$ cat config.mk
export PLATFORM = sky130hd
export DESIGN_NAME = fetch_stage
export DESIGN_NICKNAME = d
export VERILOG_FILES = /design/src/rtl/fetch_stage.sv
export SDC_FILE = /design/constraint.sdc
export NUM_CORES = 1
export LEC_CHECK = 0
export ABC_AREA = 1
export BUFFER_PORTS_ARGS = -buffer_cell sky130_fd_sc_hd__buf_2
export CORE_UTILIZATION = 50
export CTS_BUF_LIST = sky130_fd_sc_hd__clkbuf_16
export CTS_CLUSTER_SIZE = 14
export DETAILED_ROUTE_END_ITERATION = 10
export PLACE_DENSITY_LB_ADDON = 0.15
export SYNTH_ARGS = -nofsm -noshare
export SYNTH_HDL_FRONTEND = slang
export SYNTH_SLANG_ARGS = --single-unit
$ cat constraint.sdc
create_clock -name clk -period 2.1 [get_ports clk]
set_input_delay 0.105 -clock clk [delete_from_list [all_inputs] [get_ports clk]]
set_output_delay 0.105 -clock clk [all_outputs]
set_load 0.005 [all_outputs]
$ cat src/rtl/fetch_stage.sv
`default_nettype none
//------------------------------------------------------------------------------
// Module   : fetch_stage
// Purpose  : Instruction-fetch stage of the five-stage pipeline. Holds the
//            program counter, presents it as the instruction-memory address,
//            and registers the fetched word into the IF/ID pipeline register.
//            Honours reset, branch redirect, stall and flush commands, in that
//            priority order.
// Revision : 1.0 - initial release
//
// Parameters
//   PC_W      program counter / address width (byte addressed)
//   INSTR_W   instruction width
//   RESET_PC  PC loaded on reset (word aligned)
//
// Ports
//   clk            in   pipeline clock, rising edge
//   reset          in   synchronous active-high reset
//   stall          in   hold PC and IF/ID
//   flush          in   replace next IF/ID contents with a bubble
//   branch_taken   in   redirect fetch to branch_target
//   branch_target  in   redirect address (low two bits ignored)
//   imem_addr      out  instruction-memory address (= PC)
//   imem_data      in   instruction word, combinational read of imem_addr
//   ifid_pc_plus4  out  registered PC+4 of the fetched instruction
//   ifid_instr     out  registered instruction, 0 for a bubble
//   ifid_valid     out  IF/ID holds a real instruction
//   halted         out  fetch frozen by a halt word
//
// Configuration
//   FETCH_HALT_EN  when defined, an all-ones instruction word freezes fetch
//                  until reset or a taken branch. When undefined, halted is
//                  tied to 0 and the all-ones word is fetched normally.
//------------------------------------------------------------------------------
module fetch_stage #(
  parameter int unsigned            PC_W     = 32,
  parameter int unsigned            INSTR_W  = 32,
  parameter logic [PC_W-1:0]        RESET_PC = '0
) (
  input  logic                clk,
  input  logic                reset,
  input  logic                stall,
  input  logic                flush,
  input  logic                branch_taken,
  input  logic [PC_W-1:0]     branch_target,
  output logic [PC_W-1:0]     imem_addr,
  input  logic [INSTR_W-1:0]  imem_data,
  output logic [PC_W-1:0]     ifid_pc_plus4,
  output logic [INSTR_W-1:0]  ifid_instr,
  output logic                ifid_valid,
  output logic                halted
);

  localparam logic [PC_W-1:0] PC_STEP = PC_W'(4);

  logic [PC_W-1:0] pc;
  logic [PC_W-1:0] pc_plus4;
  logic [PC_W-1:0] target_aligned;
  logic            halt_state;
  logic            halt_hit;

  // Wraps modulo 2^PC_W with no carry out.
  assign pc_plus4       = pc + PC_STEP;
  assign target_aligned = {branch_target[PC_W-1:2], 2'b00};
  assign imem_addr      = pc;

`ifdef FETCH_HALT_EN
  // Halt word is recognised only on a normal fetch cycle; the priority chain
  // below already excludes reset, branch, stall and an existing halt, so only
  // flush has to be masked here.
  assign halt_hit = (imem_data == {INSTR_W{1'b1}}) && !flush;

  always_ff @(posedge clk) begin
    if (reset) begin
      halt_state <= 1'b0;
    end else if (branch_taken) begin
      halt_state <= 1'b0;
    end else if (!stall && !halt_state && halt_hit) begin
      halt_state <= 1'b1;
    end
  end
`else
  assign halt_hit   = 1'b0;
  assign halt_state = 1'b0;
`endif

  assign halted = halt_state;

  // PC and IF/ID register. A bubble clears instr/valid but leaves
  // ifid_pc_plus4 untouched.
  always_ff @(posedge clk) begin
    if (reset) begin
      pc            <= RESET_PC;
      ifid_pc_plus4 <= '0;
      ifid_instr    <= '0;
      ifid_valid    <= 1'b0;
    end else if (branch_taken) begin
      pc         <= target_aligned;
      ifid_instr <= '0;
      ifid_valid <= 1'b0;
    end else if (stall) begin
      if (flush) begin
        ifid_instr <= '0;
        ifid_valid <= 1'b0;
      end
    end else if (halt_state) begin
      ifid_instr <= '0;
      ifid_valid <= 1'b0;
    end else if (flush) begin
      pc         <= pc_plus4;
      ifid_instr <= '0;
      ifid_valid <= 1'b0;
    end else if (halt_hit) begin
      // PC parks on the halt word; the word itself never reaches decode.
      ifid_instr <= '0;
      ifid_valid <= 1'b0;
    end else begin
      pc            <= pc_plus4;
      ifid_pc_plus4 <= pc_plus4;
      ifid_instr    <= imem_data;
      ifid_valid    <= 1'b1;
    end
  end

endmodule
`default_nettype wire

==> results_dict.tcl, run 1 <==
set metrics [dict create \
    die_area_mm2 0.00943 \
    fin_nets 869 \
    finClkSkew_ns 0.00782 \
    placed_area_mm2 0.00538 \
    top_layer "met4" \
    cts-resized-gates 0 \
    met2_length_mm 5.89 \
    wl_per_cell_um 13.5 \
    utilization 0.652 \
    die_x_um 97.1 \
    max_stage_delay_ns 0.39 \
    cap_violations 0 \
    setup_tns_ns 0 \
    drt_iter0_drc 162 \
    dp_hpwl_mm 8.85 \
    drt-total-wl_mm 12.3 \
    synth_top_area_frac 0.412 \
    die_height_um 97.1 \
    synth_ff_type "dfxtp_1" \
    io_pins 167 \
    cpMaxStageDelayCell "dfxtp_1" \
    yosys_warnings 0 \
    drive_gt1_frac 0.271 \
    antenna_found_initial 0 \
    syn_area_per_cell_um2 6.92 \
    num_vias 4629 \
    met3_wirelength_um 966 \
    grt_pass1_vias 4400 \
    dr.pass1.iters 4 \
    status "finished clean" \
    cts_max_path_buffers 2 \
    rsz0062_at_grt "false" \
    async_flop_share 0 \
    ctsHoldBuffers 0 \
    synth-seq-cells 93 \
    finalMaxSlewViolations 0 \
    io_buffer_count 159 \
    ant_nets 0 \
    grt_overflow_total 0 \
    power.density_mw_per_mm2 706 \
    viasPerCell 5.08 \
    globalplace.congestion 0.871 \
    h-tree-depth 3 \
    drc 0 \
    diodes 0 \
    synth-seq-area-share 0.412 \
    fin_area_mm2 0.00568 \
    cp_data_required_time_ns 2.31 \
    row_count 34 \
    initial_utilization 0.518 \
    synth-edff-count 0 \
    cts_tree "built" \
    ir_drop_uv 458 \
    synthCells 653 \
    crit_chain "ha_1 -> nand3_2 -> nor2_4 -> nand2_4 -> nor2_8 -> nand2_1 -> nand2_1 -> nand2_1 -> a21oi_1 -> nor2_1" \
    crit_type "reg2reg" \
    setup_viol 0 \
    areaGrowthSynthToFinish_pct 25.7 \
    crit_top_cell "nand2_1" \
    netlist_area_mm2 0.00452 \
    power_leakage_nw 2.85 \
    min_path_type "in2reg" \
    core_area_mm2 0.00872 \
    grt_first_pass_wirelength_mm 20.2 \
    hold_violations 0 \
    p_total_w 0.00401 \
    endpoint_kind "flop" \
    grt_usage 0.261 \
    clock_latency_ns 0.34 \
    clock-sinks 93 \
    final_cell_mix "nand2_1 (159), buf_2 (159), dfxtp_1 (93), nor2_1 (80), inv_1 (67)" \
    worstPathMaxFanout 5 \
    max_slew_margin 0.650 \
    synth.distinct_cells 35 \
    fin_crit_sh 0.819 \
    yosysTopAreaCell "dfxtp_1" \
    grt_max_degree 37 \
    cts.reportedPaths.clkPinSlew_ns 0.07 \
    worstMarginPinSlew_ns 0.524 \
    worstPathArrival_ns 1.93 \
    cts_setup_buffers 0 \
    met1_length_mm 5.26 \
    fmax_ghz 0.582 \
    synth_area_leaders "dfxtp_1 (41%), nand2_1 (13%), nor2_1 (6.8%)" \
    fin_crit_ns 1.72 \
    cts-root-buf "clkbuf_16" \
    startpoint_type "flop" \
    cts_buffers 9 \
]
==> cell type report <==
type	instances	area, um2
fill	774	3040
multi-input combinational	457	2240
sequential	93	1860
timing repair buffer	169	883
inverter	69	259
clock buffer	9	225
tap	108	135
clock inverter	7	72.6
==> power by group <==
part	switching, W	internal (W)
Combinational	0.000266	0.000191
Clock	0.000723	0.000927
Sequential	0.0000699	0.00184
Total	0.00106	0.00295
==> cells in the mapped netlist, types with 2 or more instances <==
master / count
buf_2: 11
xnor2_1: 4
o21ai_1: 3
inv_1: 67
dfxtp_1: 93
inv_2: 2
xor2_1: 7
nand2_2: 8
nand4_1: 2
o21ai_0: 37
a31oi_1: 8
clkbuf_1: 20
a21oi_1: 54
buf_1: 2
nor2_4: 9
nor2_2: 2
a22o_1: 6
nor2_8: 2
nand2_1: 159
buf_4: 5
nand2_4: 3
xor2_2: 3
nor2_1: 82
nand3_1: 52
o211ai_1: 2
==> metrics by stage <==
| stage | instances | setup WS [ns] | hold slack (ns) |
|---|---|---|---|
| after floorplan | 657 | 0.566 | 0.249 |
| after global routing | 912 | 0.215 | 0.0123 |
| final | 912 | 0.381 | 0.0000519 |
| after detailed placement | 896 | 0.386 | 0.363 |
| after global placement | 896 | 0.442 | 0.354 |
| after CTS | 912 | 0.387 | 0.00240 |
==> state kept, by name (all words and copies together), names as in the netlist <==
| name | cells |
|---|---|
| ifid_valid | 1 |
| imem_addr | 30 |
| ifid_pc_plus4 | 30 |
| ifid_instr | 32 |
==> critical path: cells and delay by family (launching register included) <==
family,cells,cell delay [ns]
and+or+nand+nor,8,0.80
DFF,1,0.39
AOI/OAI and AO/OA,1,0.13
adders and majority gates,1,0.25
==> kinds of logic (layout without fill, tap and decap cells) <==
family,after synthesis,after routing,synth area share
compound gates,115,115,0.139
other cells,1,5,0.000830
xor+xnor,14,14,0.0321
fa+ha+maj,1,1,0.00277
simple gates,322,322,0.318
buf+inv,107,254,0.0960
flops,93,93,0.412
==> routing by layer <==
layer,track usage,vias to the layer above
li1,-,2342
met1,0.323,2111
met2,0.438,159
met3,0.0705,17
met4,0.0884,0
met5,0,-
==> path summary, 6_finish.rpt <==
kind / slack, ns / end / from / depth (start not counted)
max: 0.38 / imem_addr[22]$_SDFFE_PP0P_ / imem_addr[3]$_SDFFE_PP0P_ / 10
min: 0.00005 / ifid_instr[4]$_SDFFE_PP0P_ / imem_data[4] / 3
max reg2reg: 0.38 / imem_addr[22]$_SDFFE_PP0P_ / imem_addr[3]$_SDFFE_PP0P_ / 10
min reg2reg: 0.47 / ifid_pc_plus4[4]$_SDFFE_PP0P_ / ifid_pc_plus4[4]$_SDFFE_PP0P_ / 2
Power figures use the tool's default switching activity.
==> run 2, diff against run 1 <==
--- a/config.mk
+++ b/config.mk
@@ -5,9 +5,9 @@
 export SDC_FILE = /design/constraint.sdc
 export NUM_CORES = 1
 export LEC_CHECK = 0
-export ABC_AREA = 1
+export ABC_AREA = 0
 export BUFFER_PORTS_ARGS = -buffer_cell sky130_fd_sc_hd__buf_2
-export CORE_UTILIZATION = 50
+export CORE_UTILIZATION = 49
 export CTS_BUF_LIST = sky130_fd_sc_hd__clkbuf_16
 export CTS_CLUSTER_SIZE = 14
 export DETAILED_ROUTE_END_ITERATION = 10
==> constraint.sdc (replaced) <==
create_clock -name clk -period 1.6 [get_ports clk]
set_input_delay 0.08 -clock clk [delete_from_list [all_inputs] [get_ports clk]]
set_output_delay 0.08 -clock clk [all_outputs]
set_load 0.005 [all_outputs]
==> run 2 against run 1 <==
The flow now finishes with violations (negative setup slack). Via count grew 19%. Setup slack lost 0.90 ns. Critical path depth shrank 4. Area after synthesis shrank 2.4%. Clock power grew 39%. Non-clock buffer count grew 142. Critical path type unchanged. Largest cell class unchanged. Highest routed layer unchanged.
==> results_dict.tcl, run 2 <==
set metrics [dict create \
    setup_viol 42 \
    yosys_warnings 0 \
    multi_input_area_mm2 0.00288 \
    worstPathArrival_ns 2.32 \
    netlist_area_mm2 0.00441 \
    worstPathMaxFanout 6 \
    endpoint_kind "flop" \
    finClkSkew_ns 0.0143 \
    synthCells 507 \
    die_height_um 96.9 \
    cts.reportedPaths.clkPinSlew_ns 0.08 \
    min_path_type "in2reg" \
    cts_tree "built" \
    initial_utilization 0.506 \
    hold_slack_ns 0.0164 \
    worst_slack_ns -0.518 \
    grtUsageMet1 0.415 \
    synth_ff_type "dfxtp_1" \
    final_cell_mix "buf_2 (159), nor2_1 (92), buf_4 (92), dfxtp_1 (69), dlygate4sd3_1 (35)" \
    areaGrowthSynthToFinish_pct 68.8 \
    mostFrequentLayoutCell "buf_2" \
    h-tree-depth 3 \
    grt_max_degree 64 \
    row_count 34 \
    drive_gt1_frac 0.504 \
    wl_per_cell_um 20.3 \
    async_flop_share 0 \
    largest_register_ffs 32 \
    dr.pass1.iters 5 \
    synth-seq-cells 93 \
    synth-edff-count 0 \
    die_area_mm2 0.00939 \
    synth.distinct_cells 46 \
    globalplace.congestion 0.899 \
    met3_usage 0.0614 \
    syn_area_per_cell_um2 8.70 \
    clock_latency_ns 0.35 \
    power.density_mw_per_mm2 780 \
    drt_iter0_drc 476 \
    busiest_layer "met2" \
    hold_violations 0 \
    grt_first_pass_wirelength_mm 25.2 \
    fmax_ghz 0.472 \
    die_x_um 96.9 \
    cap_violations 0 \
    finalMaxSlewViolations 0 \
    power_leakage_nw 3.22 \
    startpoint_type "flop" \
    synth_area_leaders "dfxtp_1 (42%), nor2_1 (7.8%), mux2i_1 (7.7%)" \
    diodes 0 \
    dp_hpwl_mm 9.74 \
    grt_pass1_vias 5014 \
    ant_nets 0 \
    viasPerCell 6.14 \
    regMostFlops "ifid_instr" \
    violations "negative setup slack" \
    cpMaxStageDelayCell "a311oi_1" \
    antenna_found_initial 0 \
    drc 0 \
    status "finished with violations" \
    dp_worst_setup_slack_ns -0.350 \
    max_stage_delay_ns 0.43 \
    cts-root-buf "clkbuf_16" \
    grt_util_met2 0.557 \
    grt_overflow_total 0 \
    nFillCells 444 \
    seq_area_mm2 0.00193 \
    synth_most_common_cell "dfxtp_1" \
    io_buffer_count 159 \
    fin_nets 854 \
    cp_data_required_time_ns 1.80 \
    crit_type "reg2reg" \
    grt_usage 0.333 \
    drt-total-wl_mm 18.2 \
    synth_common_cells "dfxtp_1 (93), nor2_1 (92), clkbuf_1 (38), mux2i_1 (34), a311oi_1 (30)" \
    clock-sinks 93 \
    synth_top_area_frac 0.422 \
    rsz0062_at_grt "true" \
    yosysTopAreaCell "dfxtp_1" \
    cts_buffers 9 \
    fin_crit_sh 1.32 \
    io_pins 167 \
    crit_chain "nand4_1 -> buf_4 -> or3_4 -> buf_6 -> or3_1 -> a311oi_1" \
    core_area_mm2 0.00872 \
    ir_drop_uv 608 \
    synth-seq-area-share 0.422 \
    cts_max_path_buffers 2 \
    fin_crit_ns 2.12 \
    num_vias 5507 \
]
==> run 2: cell types whose count changed after synthesis, sizes merged, moves of 22 or more <==
| cell | change |
|---|---|
| inv | -67 |
| nand3 | -47 |
| a21oi | -52 |
| nand2 | -152 |
| or3 | +22 |
| mux2i | +34 |
| a311oi | +30 |
==> run 2: path summary, 6_finish.rpt <==
path / slack [ns] / cells after the start / endpoint / start
setup / recovery: -0.52 / 6 / imem_addr[17]$_SDFFE_PP0P_ / imem_addr[7]$_SDFFE_PP0P_
hold / removal: 0.02 / 3 / imem_addr[18]$_SDFFE_PP0P_ / branch_target[18]
setup reg to reg: -0.52 / 6 / imem_addr[17]$_SDFFE_PP0P_ / imem_addr[7]$_SDFFE_PP0P_
hold reg to reg: 0.45 / 2 / ifid_valid$_SDFFE_PP0P_ / ifid_valid$_SDFFE_PP0P_
==> run 2: stage by stage <==
| stage | area [um2] | TNS, ns | power (W) | utilization | std cells |
|---|---|---|---|---|---|
| finish | 7450 | -10.16 | 0.00581 | 0.854 | 897 |
| global route | 7450 | -12.02 | 0.00598 | 0.854 | 897 |
| CTS | 6960 | -6.32 | 0.00564 | 0.798 | 881 |
| detailed placement | 5900 | -8.84 | 0.00334 | 0.676 | 812 |
| global placement | 5900 | -7.11 | 0.00332 | 0.676 | 812 |
| floorplan | 4610 | -6.78 | 0.00295 | - | 511 |
==> run 2: routing by layer <==
metal	wire length, um	up-vias
li1	-	2429
met1	6840	2590
met3	1560	102
met5	0	-
met2	8750	386
met4	1100	0
==> run 2: critical path: cells and delay by family, from the launching register on <==
family | cells | cell delay [ns]
AND/OR/NAND/NOR | 3 | 0.86
AO/OA/AOI/OAI | 1 | 0.43
flip-flops | 1 | 0.37
buffers and inverters | 2 | 0.33
==> run 2: kinds of logic (layout without fill, tap and decap cells) <==
kind of cell,after synthesis,in the layout,share of synthesized area
AOI/OAI and AO/OA,100,100,0.169
xor gates and xnor gates,21,21,0.0417
adders and majority gates,1,1,0.00283
buffers and inverters,54,330,0.0533
DFF,93,93,0.422
muxes,34,34,0.0771
other,1,5,0.000850
and+or+nand+nor,203,205,0.233
==> run 2: report_power, final <==
part           internal [W]  leakage [nW]  switching, W
registers           0.00242         0.773      0.000111
logic              0.000492          2.28      0.000498
clock network       0.00135         0.164      0.000934
==> run 2: area by class of cell <==
cell class / instances / area share
clock buffers: 9 / 0.0302
repair buffers: 311 / 0.294
multi-input cells: 366 / 0.386
flip-flops and latches: 93 / 0.259
inverters: 3 / 0.00151
well taps: 108 / 0.0181
clock inverters: 7 / 0.0111
==> run 2: repair_timing <==
item,4_1_cts,5_1_grt
hold buffers,34,1
buffers inserted,15,18
pin swaps,25,30
gates resized for setup,57,72
endpoints found under the setup margin,40,46
endpoints found under the hold margin,34,1
cloned,4,1
==> run 3, diff against run 2 <==
==> constraint.sdc (replaced) <==
create_clock -name clk -period 1.6 [get_ports clk]
set_input_delay 0.32 -clock clk [delete_from_list [all_inputs] [get_ports clk]]
set_output_delay 0.32 -clock clk [all_outputs]
set_load 0.005 [all_outputs]
==> run 3 against run 2 <==
The flow still finishes with violations (negative setup slack). Total power is 8.9% lower. Flip-flop and latch count stayed put. Via count is 7.9% lower. Critical path type unchanged. Sequential power hardly changed.
==> results_dict.tcl, run 3 (synthesized netlist as in run 2, its figures left out) <==
set metrics [dict create \
    status "finished with violations" \
    violations "negative setup slack" \
    dp_hpwl_mm 9.86 \
    io_buffer_count 159 \
    min_from "imem_data[18]" \
    path_buf_inv 0 \
    fin_nets 814 \
    clock_latency_ns 0.34 \
    fin_crit_ns 1.97 \
    worstReg2RegEnd "imem_addr[30]$_SDFFE_PP0P_" \
    fmax_ghz 0.509 \
    rsz0062_at_grt "true" \
    h-tree-depth 3 \
    cts_tree "built" \
    drive_gt1_frac 0.501 \
    rrSetupSlack_ns -0.37 \
    fin_crit_sh 1.23 \
    io_pins 167 \
    regMostFlops "ifid_instr" \
    cts_buffers 9 \
    grt_overflow_total 0 \
    dr.pass1.iters 5 \
    cp_data_required_time_ns 1.84 \
    setup_viol 33 \
    worstPathArrival_ns 2.21 \
    worst_slack_ns -0.366 \
    dp_worst_setup_slack_ns -0.367 \
    antenna_found_initial 0 \
    r2r-start "imem_addr[16]$_SDFFE_PP0P_" \
    startpoint_type "flop" \
    initial_utilization 0.506 \
    grt_usage 0.308 \
    row_count 34 \
    cts.reportedPaths.clkPinSlew_ns 0.07 \
    areaGrowthSynthToFinish_pct 54.9 \
    finClkSkew_ns 0.00646 \
    cts-root-buf "clkbuf_16" \
    drt-total-wl_mm 15.3 \
    ctsHoldBuffers 0 \
    num_vias 5070 \
    p_total_w 0.00529 \
    fin_area_mm2 0.00683 \
    hold_slack_ns 0.213 \
    r2r_cells 4 \
    drt_iter0_drc 372 \
    clock-sinks 93 \
    power_leakage_nw 2.92 \
    grt_pass1_vias 4806 \
    max_stage_delay_ns 0.60 \
    cap_violations 0 \
    power.density_mw_per_mm2 775 \
    ir_drop_uv 566 \
    ant_nets 0 \
    globalplace.congestion 0.948 \
    crit_chain "nand2_1 -> or4_4 -> or4b_4 -> a311oi_2" \
    largest_register_ffs 32 \
    finalMaxSlewViolations 0 \
    cpMaxStageDelayCell "or4_4" \
    worstMarginPinSlew_ns 0.561 \
    die_area_mm2 0.00939 \
    grt_max_degree 51 \
    placed_area_mm2 0.00593 \
    worstPathMaxFanout 5 \
    path_delay_family "simple AND/OR/NAND/NOR gates" \
    grt_first_pass_wirelength_mm 23.4 \
    setup_tns_ns -7.67 \
    hold_violations 0 \
    wl_per_cell_um 17.8 \
    viasPerCell 5.92 \
    max_slew_margin 0.626 \
    worstHoldPathCells 3 \
    die_height_um 96.9 \
    final_cell_mix "buf_2 (159), nor2_1 (92), buf_4 (91), dfxtp_1 (69), mux2i_1 (34)" \
    cts_max_path_buffers 2 \
    worstHoldEndpoint "ifid_instr[18]$_SDFFE_PP0P_" \
    diodes 0 \
    endpoint_kind "flop" \
    mostFrequentLayoutCell "buf_2" \
    die_x_um 96.9 \
    crit_type "reg2reg" \
    min_path_type "in2reg" \
    drc 0 \
    core_area_mm2 0.00872 \
]
[run 3: worst register-to-register path, cell delays in order (launching register included)]
cell	delay, ns
dfxtp_2	0.38
nand2_1	0.16
or4_4	0.60
or4b_4	0.50
a311oi_2	0.23
[run 3: stage by stage]
step | util | instances
after floorplan | - | 511
after global placement | 0.680 | 815
after detailed placement | 0.680 | 815
after CTS | 0.753 | 849
after global routing | 0.784 | 857
final | 0.784 | 857
[run 3: metal layers]
metal | vias to the layer above | global-route usage | routed length (um)
li1 | 2344 | - | -
met1 | 2363 | 0.378 | 6070
met2 | 304 | 0.508 | 7300
met3 | 59 | 0.0643 | 1310
met4 | 0 | 0.160 | 592
met5 | - | 0 | 0
[run 3: power by group]
part           switching [W]  leakage [nW]  total [W]  internal [W]
sequential         0.0000999         0.772    0.00252       0.00242
combinational       0.000435          2.02   0.000853      0.000418
clock               0.000888         0.131    0.00192       0.00103
total                0.00142          2.92    0.00529       0.00387
[run 3: how the worst max path moves through the flow]
| stage | from | endpoint | slack (ns) | cells after the start |
|---|---|---|---|---|
| after global routing | imem_addr[6]$_SDFFE_PP0P_ | imem_addr[26]$_SDFFE_PP0P_ | -0.41 | 5 |
| after CTS | imem_addr[24]$_SDFFE_PP0P_ | ifid_pc_plus4[30]$_SDFFE_PP0P_ | -0.35 | 4 |
| after global placement | imem_addr[3]$_SDFFE_PP0P_ | imem_addr[14]$_SDFFE_PP0P_ | -0.30 | 6 |
| final | imem_addr[16]$_SDFFE_PP0P_ | imem_addr[30]$_SDFFE_PP0P_ | -0.37 | 4 |
| after floorplan | imem_addr[7]$_SDFFE_PP0P_ | imem_addr[21]$_SDFFE_PP0P_ | -0.39 | 6 |
| after detailed placement | imem_addr[2]$_SDFFE_PP0P_ | imem_addr[30]$_SDFFE_PP0P_ | -0.37 | 6 |
[run 3: timing repair]
action / 4_1_cts / 5_1_grt
pin swaps: 28 / 38
gates cloned: 2 / 2
gates resized for setup: 53 / 45
buffers inserted: 17 / 9
endpoints found under the setup margin: 39 / 45
[run 3: layout make-up]
cell class,count,area [um2]
Multi-Input combinational cell,366,2740
Sequential cell,93,1920
Fill cell,545,1890
Timing Repair Buffer,271,1770
Clock buffer,9,225
Tap cell,108,135
Clock inverter,7,33.8
Inverter,3,11.3
